==> src/rtl/match_reporter_pkg.sv <==
// Shared types and default sizing for the match reporter and its event queue.
package match_reporter_pkg;
  localparam int FIFO_DEPTH_DEF = 8;
  localparam int TS_WIDTH_DEF   = 32;
  localparam int CNT_W          = 16;

  typedef enum logic {
    ARMED = 1'b0,
    HOLD  = 1'b1
  } state_t;
endpackage

==> src/rtl/event_fifo.sv <==
// First-word-fall-through event queue; a push into a full queue is taken when a pop coincides.
module event_fifo #(
  parameter int DEPTH = 8,
  parameter int WIDTH = 32
) (
  input  logic             clk,
  input  logic             reset,
  input  logic             push,
  input  logic             pop,
  input  logic [WIDTH-1:0] din,
  output logic [WIDTH-1:0] dout,
  output logic             empty,
  output logic             full
);
  localparam int AW = $clog2(DEPTH);

  logic [WIDTH-1:0] mem [DEPTH];
  logic [AW-1:0]    wr_ptr;
  logic [AW-1:0]    rd_ptr;
  logic [AW:0]      cnt;
  logic [AW:0]      cnt_nxt;
  logic             do_push;
  logic             do_pop;

  assign do_pop  = pop & ~empty;
  assign do_push = push & (~full | do_pop);

  always_comb begin
    cnt_nxt = cnt + (AW+1)'(do_push) - (AW+1)'(do_pop);
  end

  // Flags are registered from the next count so they never depend on this cycle's inputs.
  always_ff @(posedge clk) begin
    if (!reset) begin
      wr_ptr <= '0;
      rd_ptr <= '0;
      cnt    <= '0;
      empty  <= 1'b1;
      full   <= 1'b0;
    end else begin
      if (do_push) wr_ptr <= wr_ptr + 1'b1;
      if (do_pop)  rd_ptr <= rd_ptr + 1'b1;
      cnt   <= cnt_nxt;
      empty <= (cnt_nxt == '0);
      full  <= (cnt_nxt == (AW+1)'(DEPTH));
    end
  end

  always_ff @(posedge clk) begin
    if (do_push) mem[wr_ptr] <= din;
  end

  assign dout = empty ? '0 : mem[rd_ptr];
endmodule

==> src/rtl/match_reporter.sv <==
// Timestamps accepted match pulses, enforces a sample holdoff between events,
// queues the events and keeps sticky overflow plus saturating statistics.
module match_reporter
  import match_reporter_pkg::*;
#(
  parameter int FIFO_DEPTH = FIFO_DEPTH_DEF,
  parameter int TS_WIDTH   = TS_WIDTH_DEF
) (
  input  logic                clk,
  input  logic                reset,
  input  logic                rxstrobe,
  input  logic                valid,
  input  logic                match,
  input  logic                enable,
  input  logic [CNT_W-1:0]    holdoff,
  input  logic                clr,
  output logic                ev_rdy,
  output logic [TS_WIDTH-1:0] ev_data,
  input  logic                ev_ack,
  output logic                overflow,
  output logic [CNT_W-1:0]    match_count,
  output logic [CNT_W-1:0]    drop_count
);
  state_t              state;
  logic [TS_WIDTH-1:0] ts;
  logic [CNT_W-1:0]    hold_cnt;
  logic                hit;
  logic                accept;
  logic                drop;
  logic                pop_eff;
  logic                lost;
  logic                fifo_empty;
  logic                fifo_full;

  function automatic logic [CNT_W-1:0] sat_inc(input logic [CNT_W-1:0] v);
    return (&v) ? v : v + 1'b1;
  endfunction

  assign hit     = valid & match;
  assign accept  = hit & enable & (state == ARMED);
  assign drop    = hit & enable & (state == HOLD);
  assign pop_eff = ev_ack & ~fifo_empty;
  assign lost    = accept & fifo_full & ~pop_eff;
  assign ev_rdy  = ~fifo_empty;

  always_ff @(posedge clk) begin
    if (!reset) begin
      ts          <= '0;
      state       <= ARMED;
      hold_cnt    <= '0;
      overflow    <= 1'b0;
      match_count <= '0;
      drop_count  <= '0;
    end else begin
      if (rxstrobe) ts <= ts + 1'b1;

      // A fresh load wins over the strobe-driven countdown.
      if (accept) begin
        hold_cnt <= holdoff;
        state    <= (holdoff != '0) ? HOLD : ARMED;
      end else if (state == HOLD && rxstrobe) begin
        hold_cnt <= hold_cnt - 1'b1;
        if (hold_cnt < CNT_W'(2)) state <= ARMED;
      end

      if (clr)         match_count <= '0;
      else if (accept) match_count <= sat_inc(match_count);

      if (clr)       drop_count <= '0;
      else if (drop) drop_count <= sat_inc(drop_count);

      if (lost)     overflow <= 1'b1;
      else if (clr) overflow <= 1'b0;
    end
  end

  event_fifo #(
    .DEPTH(FIFO_DEPTH),
    .WIDTH(TS_WIDTH)
  ) u_fifo (
    .clk  (clk),
    .reset(reset),
    .push (accept),
    .pop  (ev_ack),
    .din  (ts),
    .dout (ev_data),
    .empty(fifo_empty),
    .full (fifo_full)
  );
endmodule

==> config.mk <==
export PLATFORM = sky130hd
export DESIGN_NAME = match_reporter
export DESIGN_NICKNAME = d
export VERILOG_FILES = /design/src/rtl/match_reporter_pkg.sv /design/src/rtl/event_fifo.sv /design/src/rtl/match_reporter.sv
export SDC_FILE = /design/constraint.sdc
export NUM_CORES = 1
export LEC_CHECK = 0
export BUFFER_PORTS_ARGS = -buffer_cell sky130_fd_sc_hd__buf_2
export CORE_ASPECT_RATIO = 0.6
export CORE_MARGIN = 2
export CORE_UTILIZATION = 48
export DETAILED_ROUTE_END_ITERATION = 10
export PLACE_DENSITY = 0.65
export SETUP_SLACK_MARGIN = 0.4
export SLEW_MARGIN = 20
export SYNTH_ARGS = -nofsm -noshare
export SYNTH_HDL_FRONTEND = slang
export SYNTH_SLANG_ARGS = --single-unit
export TNS_END_PERCENT = 10
==> constraint.sdc <==
create_clock -name clk -period 15.65 [get_ports clk]
set_clock_uncertainty 0.05 [all_clocks]
set_input_delay 1.565 -clock clk [delete_from_list [all_inputs] [get_ports clk]]
set_output_delay 1.565 -clock clk [all_outputs]
set_load 0.1 [all_outputs]
==> metrics <==
Placement Setup Slack 10.72 ns; register area share after synthesis 66.7%; crit share post-route 30.8%; commonest non-fill, non-tap cell in the layout edfxtp_1; arrival time worst endpoint 3.21 ns; Met2 Wirelength 13.2 mm; clock-pin slew on the worst setup and hold paths 0.06 ns; hold path start u_fifo.rd_ptr[1]; fin nets 1102; fraction of synthesis flops using an asynchronous set or reset pin 0%; Syn Nets 1011; hold_buf cts 0; chip width 228 um; post-cts resize count 0; commonest cells after routing, fill and taps aside edfxtp_1 (256), dfxtp_1 (93), buf_2 (89); WL final 30.6 mm; CTS tree built; vias in the first global route 8351; Internal 0.00160 W; Synth Instances 976; CP Class flop to primary output; vias after detailed routing 8718; worst hold slack 0.421 ns; DRC Markers 0; CTS Buf Count 34; Switch Pwr 0.000745 W; Metal-1 WL 15.4 mm; outcome complete, no violations; reg2reg path depth 6; fin crit period 4.83 ns; placed cells 1439; largest net degree at the start of global routing 65; Switching Share 31.7%; Synth area leaders edfxtp_1 (53%), dfxtp_1 (13%), mux4_2 (10%); critical path peak fanout 44; combinational cell fraction of total power 21.0%; layout cells sized above 1 22.4%; DR WL met3 1.52 mm; Filler Cells Inserted 2406; 1st-iter DRT viols 807; RSZ-0062 raised after global routing false; Crit. End Element primary output; Peak VDD IR 0.0912 mV; Highest Signal Layer met4; antenna violations before repair 0; final setup TNS 0 ns; worst-margin pin slew 0.961 ns; Starting Density 48.5%; Hold WC Path Type flop to flop; die area 0.0315 mm2; Clock Power Share 34.4%; count of buffers from port buffering 89; reg2reg setup slack 11.96 ns; # clock sinks 353; Reg2Reg Capture Point u_fifo.mem[5][22]; Syn Area/Cell 14.8 um2; hpwl dp 18.0 mm; YS warnings 0; fin cells 1501; grt total ovfl 0; H-tree level count 2; GPL Wtd Cong 0.850; GRT Overall Usage 19.9%; Area Overhead vs Synth 14.4%; final hold violation count 0; startpoint types flop; R2R Path Start state; DR WL/cell 20.4 um; Netlist cell types 58; total iterations of the first detailed-routing run 5; power per cell area 142 mW/mm2; Yosys top cell area share 53.3%; Die Y-Extent 138 um; P_leak 5.17 nW; cell taking the most area after synthesis edfxtp_1; worst path required time 14.04 ns; Mapped Area 0.0144 mm2; final setup vio count 0; number of synthesized flops with an enable pin 256; n_diodes 0; Site Rows 49; io pins 90; total of max-cap violations 0; Root Buffer clkbuf_16; fmax 207 MHz; Post-CTS Setup Inserts 0; Post-synth top flop edfxtp_1; Hold Path Stages 2; Yosys reg bits 353; fin. max-slew vios 0; CP max stage cell buf_4; Seq pwr share 44.6%; final worst slack 10.82 ns; Clock Tree Buf Depth 3; antenna-violating nets left 0; core footprint 0.0298 mm2; largest stage delay on the critical path 0.76 ns; first-pass GRT wire length 48.7 mm; Slew HR 35.9%; Worst-Skew Late Latency 0.52 ns; Via density 5.81; critical-path cell list buf_4 > mux4_2 > mux2i_1 > nor2_1 > buf_2
per-stage QoR:
step / power (W) / instance area [um2] / util (%)
global route: 0.00244 / 16500 / 55.4
floorplan: 0.00148 / 14400 / -
finish: 0.00235 / 16500 / 55.4
CTS: 0.00237 / 16500 / 55.4
global placement: 0.00156 / 15300 / 51.5
detailed placement: 0.00157 / 15400 / 51.7
metal layers:
metal / track usage [%] / vias to the layer above
li1: - / 4051
met1: 31.7 / 4397
met2: 28.4 / 226
met3: 3.14 / 44
met4: 5.13 / 0
met5: 0 / -
power by group through the flow:
stage                     combinational [W]  sequential, W  clock [W]
after detailed placement           0.000496        0.00107          0
after global placement             0.000494        0.00107          0
after CTS                          0.000498        0.00105   0.000828
after global routing               0.000520        0.00105   0.000862
after floorplan                    0.000442        0.00104          0
final                              0.000492        0.00105   0.000808
critical path: cells and delay by family (launching register included):
kind / cells / cell delay [ns]
AND/OR/NAND/NOR: 1 / 0.09
flip-flops: 1 / 0.62
buffers and inverters: 2 / 1.10
multiplexers: 2 / 0.83
flip-flops by register name, indices dropped and copies added, names as in the netlist, named ones only:
name,count
drop_count,16
hold_cnt,16
match_count,16
overflow,1
state,1
ts,32
u_fifo.cnt,4
u_fifo.empty,1
u_fifo.full,1
u_fifo.mem,256
u_fifo.rd_ptr,3
u_fifo.wr_ptr,3
cell type report:
class | count | area (um2) | area share [%]
Clock buffer | 47 | 1000 | 6.08
Clock inverter | 15 | 104 | 0.629
Inverter | 25 | 95.1 | 0.576
Multi-Input combinational cell | 550 | 4580 | 27.7
Sequential cell | 353 | 9640 | 58.3
Tap cell | 408 | 510 | 3.09
Timing Repair Buffer | 103 | 591 | 3.58
Yosys cell counts, drive strengths merged (6+ instances only):
cell / instances
nor3: 13
mux4: 64
dfxtp: 97
or3: 23
nand2: 49
buf: 15
o211ai: 7
nand4: 20
ha: 10
a31oi: 12
edfxtp: 256
nor2: 69
xor2: 8
and4: 10
and3: 6
o311ai: 6
o21ai: 27
o31ai: 13
clkbuf: 33
a21oi: 50
inv: 25
nand3: 23
or4: 20
and2: 6
nand2b: 9
xnor2: 12
nor4: 13
mux2i: 39
worst max-delay path by stage:
stage	from	to
after detailed placement	enable	u_fifo.mem[5][21]
after floorplan	enable	u_fifo.mem[4][0]
final	flop	ev_data[31]
after CTS	flop	ev_data[31]
after global routing	flop	ev_data[31]
after global placement	enable	u_fifo.mem[5][29]
logic make-up (layout without fill, tap and decap cells):
logic type | count (synthesis) | after routing | synth area share (%)
muxes | 103 | 103 | 12.7
DFF | 353 | 353 | 66.7
AOI/OAI and AO/OA | 142 | 142 | 6.27
buffers and inverters | 73 | 190 | 2.02
adders and majority gates | 11 | 11 | 1.01
and+or+nand+nor | 274 | 274 | 10.1
xor gates and xnor gates | 20 | 20 | 1.21
No activity file was read; power rests on OpenSTA's default activity.
